[src/rtl/run_trace_controller.sv]
// -----------------------------------------------------------------------------
// run_trace_controller
//
// Run-control and output-trace engine placed between the CPU top and a debug
// or test host. The host commands a HALT, a single STEP, a run of N cycles or
// a free run. The block drives the CPU clock-enable to match. While the CPU is
// enabled, every change on the CPU output bus is timestamped with the enabled
// cycle count and queued in a show-ahead trace FIFO.
//
// Ports:
//   clock, reset        system clock, synchronous active-high reset
//   cmd_valid/ready     host command handshake (HALT is always accepted)
//   cmd_op, cmd_count   command opcode and RUN_N cycle budget
//   cpu_enable          registered clock-enable to the CPU
//   running             high whenever the controller is not idle
//   cycle_count         enabled cycles since reset (wraps)
//   output_peripherals  CPU output bus under observation
//   trace_valid/ready   FIFO head valid / consumer pop
//   trace_data          {timestamp, value} at the FIFO head
//   trace_overflow      sticky: a change was dropped on a full FIFO
//   done                one-cycle pulse when STEP or RUN_N completes
// -----------------------------------------------------------------------------
module run_trace_controller #(
  parameter int CYCLE_WIDTH = 32,
  parameter int OUT_WIDTH   = 4,
  parameter int TRACE_DEPTH = 8
) (
  input  logic                           clock,
  input  logic                           reset,
  input  logic                           cmd_valid,
  output logic                           cmd_ready,
  input  logic [1:0]                     cmd_op,
  input  logic [CYCLE_WIDTH-1:0]         cmd_count,
  output logic                           cpu_enable,
  output logic                           running,
  output logic [CYCLE_WIDTH-1:0]         cycle_count,
  input  logic [OUT_WIDTH-1:0]           output_peripherals,
  output logic                           trace_valid,
  input  logic                           trace_ready,
  output logic [CYCLE_WIDTH+OUT_WIDTH-1:0] trace_data,
  output logic                           trace_overflow,
  output logic                           done
);

  localparam int AW = $clog2(TRACE_DEPTH);
  localparam int DW = CYCLE_WIDTH + OUT_WIDTH;

  localparam logic [1:0] OP_HALT     = 2'b00;
  localparam logic [1:0] OP_STEP     = 2'b01;
  localparam logic [1:0] OP_RUN_N    = 2'b10;
  localparam logic [1:0] OP_RUN_FREE = 2'b11;

  localparam logic [AW:0]          PTR_ONE = (AW+1)'(1);
  localparam logic [CYCLE_WIDTH-1:0] CNT_ONE = CYCLE_WIDTH'(1);

  typedef enum logic [1:0] {
    S_IDLE,
    S_STEP,
    S_RUN_N,
    S_RUN_FREE
  } state_t;

  state_t                 state;
  logic [CYCLE_WIDTH-1:0] remaining;
  logic [OUT_WIDTH-1:0]   last;
  logic [AW:0]            wr_ptr;
  logic [AW:0]            rd_ptr;
  logic [DW-1:0]          mem [TRACE_DEPTH];

  logic accept;
  logic fifo_empty;
  logic fifo_full;
  logic capture;
  logic do_pop;
  logic do_push;

  // HALT bypasses the busy states so a run can always be stopped.
  assign cmd_ready = (state == S_IDLE) || (state == S_RUN_FREE) || (cmd_op == OP_HALT);
  assign accept    = cmd_valid && cmd_ready;
  assign running   = (state != S_IDLE);

  // Pointers carry one extra wrap bit to tell full from empty.
  assign fifo_empty = (wr_ptr == rd_ptr);
  assign fifo_full  = (wr_ptr[AW] != rd_ptr[AW]) && (wr_ptr[AW-1:0] == rd_ptr[AW-1:0]);

  assign capture = cpu_enable && (output_peripherals != last);
  assign do_pop  = !fifo_empty && trace_ready;
  // A pop frees a slot in the same cycle, so a full FIFO can still accept.
  assign do_push = capture && (!fifo_full || do_pop);

  assign trace_valid = !fifo_empty;
  assign trace_data  = mem[rd_ptr[AW-1:0]];

  // Run-control FSM; cpu_enable and done are registered with the state.
  // NOTE: all state here uses non-blocking assignments so every register
  // samples the pre-edge values and simulation matches the synthesized flops.
  always_ff @(posedge clock) begin
    if (reset) begin
      state      <= S_IDLE;
      cpu_enable <= 1'b0;
      done       <= 1'b0;
      remaining  <= '0;
    end else begin
      done <= 1'b0;
      if (accept && cmd_op == OP_HALT) begin
        state      <= S_IDLE;
        cpu_enable <= 1'b0;
      end else begin
        case (state)
          S_IDLE: begin
            if (accept) begin
              case (cmd_op)
                OP_STEP: begin
                  state      <= S_STEP;
                  cpu_enable <= 1'b1;
                end
                OP_RUN_N: begin
                  if (cmd_count != '0) begin
                    state      <= S_RUN_N;
                    remaining  <= cmd_count;
                    cpu_enable <= 1'b1;
                  end else begin
                    done <= 1'b1;
                  end
                end
                OP_RUN_FREE: begin
                  state      <= S_RUN_FREE;
                  cpu_enable <= 1'b1;
                end
                default: ;
              endcase
            end
          end
          S_STEP: begin
            state      <= S_IDLE;
            cpu_enable <= 1'b0;
            done       <= 1'b1;
          end
          S_RUN_N: begin
            if (remaining == CNT_ONE) begin
              state      <= S_IDLE;
              cpu_enable <= 1'b0;
              done       <= 1'b1;
            end else begin
              remaining <= remaining - CNT_ONE;
            end
          end
          S_RUN_FREE: ;
          default: begin
            state      <= S_IDLE;
            cpu_enable <= 1'b0;
          end
        endcase
      end
    end
  end

  // Cycle counter, change detector and FIFO control.
  always_ff @(posedge clock) begin
    // Tracking the bus every cycle means changes made while halted are
    // absorbed silently; it also loads the reference value during reset.
    last <= output_peripherals;
    if (reset) begin
      cycle_count    <= '0;
      wr_ptr         <= '0;
      rd_ptr         <= '0;
      trace_overflow <= 1'b0;
    end else begin
      if (cpu_enable) cycle_count <= cycle_count + CNT_ONE;
      if (do_push)    wr_ptr      <= wr_ptr + PTR_ONE;
      if (do_pop)     rd_ptr      <= rd_ptr + PTR_ONE;
      if (capture && !do_push) trace_overflow <= 1'b1;
    end
  end

  // NOTE: the storage array is deliberately not reset; resetting the pointers
  // already marks it empty, and a reset-free array can map onto RAM.
  always_ff @(posedge clock) begin
    if (do_push) mem[wr_ptr[AW-1:0]] <= {cycle_count, output_peripherals};
  end

endmodule

[config.mk]
export PLATFORM = sky130hd
export DESIGN_NAME = run_trace_controller
export DESIGN_NICKNAME = d
export VERILOG_FILES = /design/src/rtl/run_trace_controller.sv
export SDC_FILE = /design/constraint.sdc
export NUM_CORES = 1
export LEC_CHECK = 0
export ABC_AREA = 1
export CORE_UTILIZATION = 45
export DETAILED_ROUTE_END_ITERATION = 7
export PLACE_DENSITY = 0.61
export SLEW_MARGIN = 5
export SYNTH_ARGS = -nofsm -noshare
export SYNTH_HDL_FRONTEND = slang
export SYNTH_SLANG_ARGS = --single-unit
[constraint.sdc]
create_clock -name clock -period 6.7 [get_ports clock]
set_input_delay 1.34 -clock clock [delete_from_list [all_inputs] [get_ports clock]]
set_output_delay 1.34 -clock clock [all_outputs]
set_load 0.03 [all_outputs]
=== Word-level counts from Yosys, hierarchy flattened ===
Memories as Yosys holds them, arrays and structs flattened. A register that Yosys moved wholly into a read port is not among the register bits.
Index checks and enable logic that the tools add are counted.

* Register bits: 81
* RAM bits: 288
* Input bits: 42
* Memories kept: 1
* Output and inout bits: 74
* Word-level logic and storage cells: 82

{| class="wikitable"
|+ Memory list
! name !! depth !! width !! read ports !! clocked after memory_dff !! wr ports !! line !! RTL
|-
| mem || 8 || 36 || 1 || 1 || 1 || 68 || <nowiki>logic [DW-1:0] mem [TRACE_DEPTH];</nowiki>
|}

* Add/subtract/negate cells: 4
* Equal/unequal tests: 19
* Muxes and demuxes: 24
* Bitwise operators: 1
* Reductions and logical operators: 24

{| class="wikitable"
|+ Operators with widths
! cell !! count
|-
| $mux W32 || 4
|-
| $pmux W32 S2 || 1
|-
| $add A32 B1 Y32 const B || 1
|-
| $eq A32 B1 Y1 const B || 1
|-
| $reduce_bool A32 Y1 || 1
|-
| $sub A32 B1 Y32 const B || 1
|-
| $pmux W2 S3 || 2
|-
| $reduce_and A5 Y1 || 2
|-
| $mux W1 || 9
|-
| $add A4 B1 Y4 const B || 2
|-
| $eq A2 B2 Y1 const B || 4
|-
| $logic_and A1 B1 Y1 || 7
|-
| $mux W2 || 3
|-
| $mux W3 || 2
|-
| $ne A2 B2 Y1 const B || 3
|-
| $pmux W1 S3 || 2
|-
| $reduce_and A6 Y1 || 1
|-
| $eq A2 B1 Y1 const B || 2
|-
| $eq A4 B4 Y1 || 1
|-
| $logic_not A2 Y1 || 2
|-
| $ne A2 B1 Y1 const B || 2
|-
| $ne A4 B1 Y1 const B || 1
|-
| $ne A4 B4 Y1 || 1
|-
| $reduce_bool A2 Y1 || 2
|-
| 10 further kinds || 15
|}

=== Logic depth before layout (Yosys ltp) ===
Gate-level depths: netlist of run 1.

* Depth in word-level cells: 7
* Depth in mapped cells: 11
* Gate-level depth less buffers: 11

=== Worst setup path after synthesis of run 1 ===
Ideal clock, no wire load.

* Kind: input-to-reg
* From: input output_peripherals[0]
* To: memory mem[6][0] in the netlist's numbering (enable)
* Buffers on the path: 0
* Data required time: 6181 ps
* Setup time: 519 ps
* Data arrival time: 5385 ps
* Stages on the path: 5
* Path slack: 795 ps
* Cells stage by stage: xor2_1 -> nor2_1 -> a31oi_1 -> nand2_1 -> nor4_1

* Word-level cells in the longest chain between the ends: 5

{| class="wikitable"
|+ Ends and longest elaborated chain
! element !! line !! RTL
|-
| start: declaration || 37 || <nowiki>input logic [OUT_WIDTH-1:0] output_peripherals,</nowiki>
|-
| $ne A4 B4 Y1 || 86 || <nowiki>assign capture = cpu_enable && (output_peripherals != last);</nowiki>
|-
| $logic_and A1 B1 Y1 || 86 ||
|-
| $logic_and A1 B1 Y1 || 89 || <nowiki>assign do_push = capture && (!fifo_full || do_pop);</nowiki>
|-
| $mux W1 || 179 || <nowiki>if (do_push) mem[wr_ptr[AW-1:0]] <= {cycle_count, output_peripherals};</nowiki>
|-
| $mux W1 (not written as such) || 179 ||
|-
| end: declaration || 68 ||
|}

Every way passes these cells.

==> results of run 1 <==
## state kept, by name, summed over array words and instances (netlist names), named ones only
signal,cells
state,2
mem,288
done,1
cpu_enable,1
cycle_count,32
remaining,32
wr_ptr,4
last,4
rd_ptr,4
trace_overflow,1
## logic make-up (layout without fill, tap and decap cells)
| logic type | after synthesis | count (layout) |
|---|---|---|
| DFF | 372 | 372 |
| and+or+nand+nor | 779 | 779 |
| AOI/OAI and AO/OA | 322 | 322 |
| adders and majority gates | 13 | 13 |
| buffers and inverters | 171 | 301 |
| xor gates and xnor gates | 24 | 24 |
## per-layer routing
metal	global-route usage	vias up	wire length (microns)
met5	0	-	0
met4	0.0782	0	1230
met3	0.0359	67	1800
met2	0.368	290	19300
met1	0.270	5843	17500
li1	-	5961	-
## final timing paths
path                  from        endpoint  slack [ps]  depth (start not counted)
max                   flop  trace_data[14]        1710                          6
min          remaining[25]   remaining[25]         500                          2
max reg2reg     cpu_enable      mem[4][27]        3650                          7
min reg2reg  remaining[25]   remaining[25]         500                          2
## cells in the final DEF, fill, tap and decap left out, types with 3 or more instances in the layout
| cell type | netlist | final |
|---|---|---|
| sky130_fd_sc_hd__clkbuf_16 | 0 | 40 |
| sky130_fd_sc_hd__o21ai_0 | 179 | 179 |
| sky130_fd_sc_hd__nor2_4 | 7 | 14 |
| sky130_fd_sc_hd__clkinv_1 | 1 | 6 |
| sky130_fd_sc_hd__clkinv_2 | 1 | 6 |
| sky130_fd_sc_hd__nor2_2 | 4 | 4 |
| sky130_fd_sc_hd__a21oi_2 | 9 | 9 |
| sky130_fd_sc_hd__bufinv_16 | 0 | 6 |
| sky130_fd_sc_hd__a31oi_1 | 41 | 41 |
| sky130_fd_sc_hd__xnor2_1 | 13 | 13 |
| sky130_fd_sc_hd__o21ai_1 | 14 | 14 |
| sky130_fd_sc_hd__nand4_1 | 6 | 6 |
| sky130_fd_sc_hd__clkbuf_1 | 45 | 8 |
| sky130_fd_sc_hd__nand2_4 | 3 | 3 |
| sky130_fd_sc_hd__nand2_1 | 208 | 208 |
| sky130_fd_sc_hd__o22ai_1 | 36 | 36 |
| sky130_fd_sc_hd__inv_1 | 90 | 90 |
| sky130_fd_sc_hd__o21bai_1 | 5 | 5 |
| sky130_fd_sc_hd__xor2_1 | 11 | 11 |
| sky130_fd_sc_hd__ha_1 | 13 | 13 |
| sky130_fd_sc_hd__inv_2 | 4 | 4 |
| sky130_fd_sc_hd__a21oi_1 | 31 | 31 |
| sky130_fd_sc_hd__edfxtp_1 | 288 | 288 |
| sky130_fd_sc_hd__nor3_1 | 16 | 16 |
| sky130_fd_sc_hd__clkbuf_8 | 0 | 4 |
| sky130_fd_sc_hd__nor2_1 | 441 | 434 |
| sky130_fd_sc_hd__nand2_2 | 6 | 6 |
| sky130_fd_sc_hd__nor3_2 | 4 | 4 |
| sky130_fd_sc_hd__dfxtp_1 | 84 | 82 |
| sky130_fd_sc_hd__clkdlybuf4s50_1 | 0 | 114 |
| sky130_fd_sc_hd__nor4_1 | 4 | 3 |
| sky130_fd_sc_hd__nand3_1 | 67 | 67 |
| sky130_fd_sc_hd__or2_2 | 6 | 6 |
| sky130_fd_sc_hd__buf_4 | 1 | 17 |
## layout make-up
| class | instances | area (sq um) |
|---|---|---|
| Timing Repair Buffer | 132 | 1270 |
| Tap cell | 461 | 577 |
| Sequential cell | 372 | 10300 |
| Inverter | 97 | 369 |
| Clock inverter | 20 | 263 |
| Clock buffer | 52 | 1090 |
| Fill cell | 3161 | 16400 |
| Multi-Input combinational cell | 1138 | 5460 |
## critical path, delay by kind of cell (launching register included)
| kind | cells | cell delay (ps) |
|---|---|---|
| compound gates | 3 | 700 |
| buf+inv | 2 | 1370 |
| flops | 1 | 940 |
| simple gates | 1 | 60 |
## power by group through the flow
stage,registers [W],logic [W],clock network (W)
after floorplan,0.00283,0.00227,0
after global placement,0.00294,0.00313,0
after detailed placement,0.00295,0.00316,0
after CTS,0.00290,0.00318,0.00229
after global routing,0.00293,0.00349,0.00238
final,0.00290,0.00316,0.00225
## metrics by stage
| step | setup WS (ps) | cell area [sq um] | instances | utilization | power [W] |
|---|---|---|---|---|---|
| after floorplan | 795 | 16500 | 1681 | - | 0.00510 |
| after global placement | 1930 | 18000 | 2200 | 0.504 | 0.00607 |
| after detailed placement | 1920 | 18000 | 2200 | 0.504 | 0.00611 |
| after CTS | 1660 | 19400 | 2272 | 0.542 | 0.00836 |
| after global routing | 1470 | 19400 | 2272 | 0.542 | 0.00880 |
| final | 1710 | 19400 | 2272 | 0.542 | 0.00830 |
==> run summary, run 1 <==
The run finished, with violations left. The checks that failed: design-rule violations. The logs give 0.881 for the routability-driven placement congestion ratio and 0 for the total of hold buffers inserted after clock tree synthesis. The largest single stage delay on the critical path is 940 ps. The logs give 63800 microns for the wire length of the first global-routing pass and 0 ps for the aggregate negative setup slack.

The overall die height came out at 193 microns. The worst setup path is launched from a flop. The initial antenna violation count was 0. The fraction of layout cells with a size suffix above 1 is 0.0762.

For the post-synthesis cell count, the log shows 1681. Main flop type after synthesis: sky130_fd_sc_hd__edfxtp_1. Dominant combinational cell family by area after synthesis: simple AND/OR/NAND/NOR gates. The switching component of the power was 0.00320 W; the simple-gate area share of the yosys netlist was 0.198.

The worst slew margin relative to its limit is 0.216, and the average wire per cell in the routed design is 17.5 microns. The tools report the floorplan die area as 37300 sq um. Buffers inserted during clock tree synthesis total 39. The number of setup buffers added after CTS was 0. Row generation in the floorplan step produced 69 rows.

From left edge to right edge, the die measures 193 microns. The pin slew with the least headroom to its limit works out to 1170 ps. The total number of yosys warnings was 0; the post-route clock period utilization was 0.746.

STA classifies the critical path endpoint as an output pin. 0 antenna diodes ended up in the layout. The final number of hold-violating endpoints was 0; the clock-pin transition on the worst setup and hold timing paths was 60 ps. TritonCTS built the clock tree. The share of synthesized cell area in full adder, half adder and majority cells came out at 0.00989.

After clock tree synthesis, the repair step resized 0 gates. The parity-gate share of the synthesized area counting xor and xnor cells was 0.0128; the post-synthesis mux area share was 0. After detailed routing, the number of remaining DRC violations is 3.

STA puts the critical path data arrival time at 3650 ps. Count of H-tree levels built during CTS: 2. The overall routing resource usage came out at 0.213.

The number of library cell types mapped by synthesis came out at 48. The compound-cell area share of the yosys netlist was 0.108; the power density normalized to cell area was 429 nW/um^2. The run gives 530 ps as the worst-skew pair later-pin latency.

Setup repair after global routing left no endpoint under its margin. For this run, the post-layout net count is 1835. The logs give 680 for the detailed router's first-iteration violation count and 200 MHz for the maximum frequency from static timing analysis. The logs give 0.349 for the sequential fraction of design power and 16500 sq um for the cell area after synthesis. The register bit total from synthesis is 372. The kind of critical path is flop to output pin. The largest net degree at the start of global routing was 90. Setup violations remaining at the end of the flow were counted as 0.

The worst path in the final design needs a cycle of 4990 ps, including I/O delays and setup. Sequential element share of the synthesized area: 0.628. Counting every net in the synthesized netlist gives 1736. Once detailed placement completed, the half-perimeter wirelength came to 25100 microns.

The share of synthesized registers carrying an async set or reset was 0. The area overhead of the layout relative to synthesis came out at 17.7%. The tools report the final hold slack as 497 ps. After floorplanning, the core was sized to cover 35700 sq um. Of all nets on the critical path, the largest fanout is 89.

The tools report the proportion of power drawn by the clock network as 0.271. The switching part of the total power came out at 0.385. In the post-synthesis netlist, the biggest area contributors are sky130_fd_sc_hd__edfxtp_1 53%, sky130_fd_sc_hd__dfxtp_1 10%, sky130_fd_sc_hd__nor2_1 10%, sky130_fd_sc_hd__o21ai_0 5.4%, sky130_fd_sc_hd__nand2_1 4.7%. The maximum vdd ir drop was 0.295 mV.

The biggest area contributor in the post-synthesis netlist is sky130_fd_sc_hd__edfxtp_1. The via total after detailed routing was 12200; the number of nets still failing antenna checks after routing was 0. The average size of a mapped cell was 9.79 sq um; the leakage power of the design was 6.90 nW.

The number of placed I/O pins came out at 116. The number of max-slew violations in the final report was 0; the first-pass iteration count of the detailed router was 8. The vias per cell came out at 5.35. The area share of the leading cell type in the synthesized netlist is 0.526. The commonest cells after synthesis are 441 x sky130_fd_sc_hd__nor2_1, 288 x sky130_fd_sc_hd__edfxtp_1, 208 x sky130_fd_sc_hd__nand2_1. Maximum count of clock buffers along a single path: 3.

The run gives 11900 as the via count of the first global-routing pass. The tree is rooted in a sky130_fd_sc_hd__clkbuf_16. Yosys mapped a number of flops with a built-in enable equal to 288. The design internal power was 0.00511 W; the aggregate global routing overflow was 0. The effective utilization at floorplan is 0.460, and the required arrival time at the worst endpoint is 5360 ps.

Walking the worst path, the cells encountered are buf_4 > o21ai_0 > o22ai_1 > nor2_1 > a31oi_1 > clkdlybuf4s50_1. For the logic gate share of total power, the log shows 0.380. Buffers placed on the I/O ports in this run total 115.

The largest individual stage delay along the critical path comes from the cell sky130_fd_sc_hd__dfxtp_4. The tool flagged a number of max-cap violations equal to 0. The tools report the clock sink count as 372. Class of the worst hold path: flop to flop. Most used standard cell by instance count after synthesis: sky130_fd_sc_hd__nor2_1. Wires add up to 39900 microns. The clock arrives with 18.7 ps of skew.
Power figures use the tool's default switching activity.
==> run 2: changes to the inputs <==
==> constraint.sdc (replaced) <==
create_clock -name clock -period 5.2 [get_ports clock]
set_input_delay 1.04 -clock clock [delete_from_list [all_inputs] [get_ports clock]]
set_output_delay 1.04 -clock clock [all_outputs]
set_load 0.03 [all_outputs]
==> run summary, run 2 (synthesized netlist as in run 1, its figures left out) <==
Maximum vdd ir drop: 0.333 mV (+13%). The count of inserted antenna diode cells was 0 (unchanged). The post-route clock period utilization was 0.846; the placed wire-length estimate after detailed placement was 25000 microns (about the same).

The number of max-slew violations in the final report is 0 (unchanged). The checks that failed: design-rule violations. The pin slew with the least headroom to its limit works out to 840 ps (-334 ps). The maximum fanout along the worst path came out at 42 (-53%).

For the detailed router's first-iteration violation count, the log shows 835 (+23%). The largest clock skew in the final design is 26.2 ps (+7.56 ps), and the number of buffers inserted during clock tree synthesis is 40 (+2.6%). The flip-flop count of the largest register, all copies and words added was 288 (unchanged); the overall routing resource usage was 0.214 (+0.00106).

The utilization after layout is 0.544 (+0.00193), and the vias per cell is 5.36 (about the same). Category of the worst setup path launch point: a flop. Class of the worst hold path: flop to flop. The largest net degree at the start of global routing is 81 (-10%), and the via count of the first global-routing pass is 11800 (-0.20%). The tools report the worst endpoint data arrival time as 3360 ps (-290 ps).

The sequential cell area was 10300 sq um (unchanged); the setup-violating endpoint count in the final report was 0 (unchanged). Maximum count of clock buffers along a single path: 3 (unchanged). The switching component of the power came out at 0.00416 W (+30%).

The cell sitting at the root of the clock tree is a sky130_fd_sc_hd__clkbuf_16. The clock-pin transition on the worst setup and hold timing paths is 60 ps (about the same), and the number of placed I/O pins is 116 (unchanged). Number of nets still failing antenna checks after routing: 0 (unchanged).

The run gives 227 MHz as the maximum frequency from static timing analysis. The logic gate share of total power was 0.392 (+0.012). In the layout the commonest cells are 434 x sky130_fd_sc_hd__nor2_1, 288 x sky130_fd_sc_hd__edfxtp_1, 208 x sky130_fd_sc_hd__nand2_1. Type of element capturing the critical path: an output pin.

First-pass iteration count of the detailed router: 8 (unchanged). The minimum period implied by the final worst setup slack was 4400 ps. The number of DRC violations after detailed routing was 3 (unchanged); the number of buffers added on ports was 115 (unchanged). For the aggregate negative setup slack, the log shows 0 ps (unchanged). The tools report the count of filler cells inserted in the layout as 3209 (+1.5%). The logs give 0.460 (unchanged) for the effective utilization at floorplan and 1844 (+0.49%) for the net count reported at finish. The clock sink count came out at 372 (unchanged). For the routability-driven placement congestion ratio, the log shows 0.919 (+4.2%). The proportion of power drawn by the clock network is 0.263 (-0.008), and the area overhead of the layout relative to synthesis is 18.1%.

The count of H-tree levels built during CTS was 2 (unchanged); the aggregate global routing overflow was 0 (unchanged). The via total after detailed routing was 12200 (+0.49%). The most frequent standard cell in the layout excluding fill and tap cells was sky130_fd_sc_hd__nor2_1.

The instance count along the most critical hold path was 2 (unchanged); the floorplan row count was 69 (unchanged). The final number of hold-violating endpoints was 0 (unchanged); the power density normalized to cell area was 546 nW/um^2 (+27%). The length in cells of the worst reg-to-reg path is 8 (+1), and the post-place setup slack is 933 ps (-982 ps). The tools report the sequential fraction of design power as 0.345 (-0.004). The fraction of layout cells with a size suffix above 1 is 0.0819 (+0.00567), and the floorplan die area is 37300 sq um (unchanged). The detailed-route wire length came out at 40400 microns (+1.4%).

The smallest setup slack after layout came out at 800 ps (-905 ps). The overall die height works out to 193 microns (unchanged). The required arrival time at the worst endpoint is 4160 ps (-1200 ps), and the worst slew margin relative to its limit is 0.440 (+0.224).

TritonCTS built the clock tree. The logs give 0 (unchanged) for the initial antenna violation count and 6.94 nW (+0.52%) for the leakage power of the design. Kind of critical path: flop to output pin. The logs give 63600 microns (-0.22%) for the wire length of the first global-routing pass and 0 (unchanged) for the number of instances resized during post-cts repair.

Worst-skew pair later-pin latency: 550 ps (+20 ps). The switching part of the total power was 0.393 (+0.00774); the number of maximum-capacitance constraint violations was 0 (unchanged). For the multi-input combinational cell area, the log shows 5470 sq um (+0.16%). Setup repair after global routing left no endpoint under its margin.

For the total of hold buffers inserted after clock tree synthesis, the log shows 0 (unchanged). The number of setup buffers added after CTS is 0 (unchanged), and the design internal power is 0.00644 W (+26%). The die outline width is 193 microns (unchanged), and the core outline area is 35700 sq um (unchanged).

The average wire per cell in the routed design was 17.7 microns (+0.98%). The run finished, with violations left.
-- run 2: cell types whose count changed in the layout (fill, tap and decap cells not counted), sizes merged --
| cell | change |
|---|---|
| clkbuf | -2 |
| buf | +8 |
| clkinv | +6 |
| bufinv | -3 |
-- run 2: final cells by class --
| class | count | area share |
|---|---|---|
| Clock buffer | 50 | 0.0540 |
| Clock inverter | 23 | 0.0129 |
| Inverter | 97 | 0.0190 |
| Multi-Input combinational cell | 1138 | 0.281 |
| Sequential cell | 372 | 0.532 |
| Tap cell | 461 | 0.0297 |
| Timing Repair Buffer | 140 | 0.0712 |
-- run 2: power by group through the flow --
| stage | logic (W) | registers [W] | clock network [W] |
|---|---|---|---|
| floorplan | 0.00292 | 0.00365 | 0 |
| global route | 0.00459 | 0.00369 | 0.00295 |
| global placement | 0.00414 | 0.00371 | 0 |
| CTS | 0.00420 | 0.00366 | 0.00284 |
| detailed placement | 0.00417 | 0.00372 | 0 |
| finish | 0.00416 | 0.00366 | 0.00278 |
-- run 2: path summary, 6_finish.rpt --
kind / end / start / slack, ps
worst max register to register: mem[5][34] / cpu_enable / 2200
worst min-delay path: trace_overflow / trace_overflow / 490
worst min register to register: trace_overflow / trace_overflow / 490
worst max-delay path: trace_data[33] / flop / 800
-- run 2: routing by layer --
| metal | share of wire | track usage |
|---|---|---|
| met4 | 0.025 | 0.0705 |
| met3 | 0.051 | 0.0296 |
| met1 | 0.44 | 0.274 |
| met2 | 0.49 | 0.376 |
| met5 | 0 | 0 |
-- run 2: through the flow --
stage / hold WS, ps / cell area, sq um / total power [W] / std cells
after global placement: 480 / 18100 / 0.00785 / 2208
after floorplan: 453 / 16500 / 0.00657 / 1681
after global routing: 522 / 19400 / 0.0112 / 2281
after detailed placement: 485 / 18100 / 0.00790 / 2208
after CTS: 499 / 19400 / 0.0107 / 2281
final: 485 / 19400 / 0.0106 / 2281
-- run 2: worst max-delay path, stage by stage, from the launching register on --
cell,delay (ps)
sky130_fd_sc_hd__dfxtp_2,490
sky130_fd_sc_hd__inv_2,660
sky130_fd_sc_hd__buf_4,340
sky130_fd_sc_hd__o21ai_0,130
sky130_fd_sc_hd__o22ai_1,120
sky130_fd_sc_hd__nor2_1,60
sky130_fd_sc_hd__a31oi_1,260
sky130_fd_sc_hd__clkdlybuf4s50_1,720
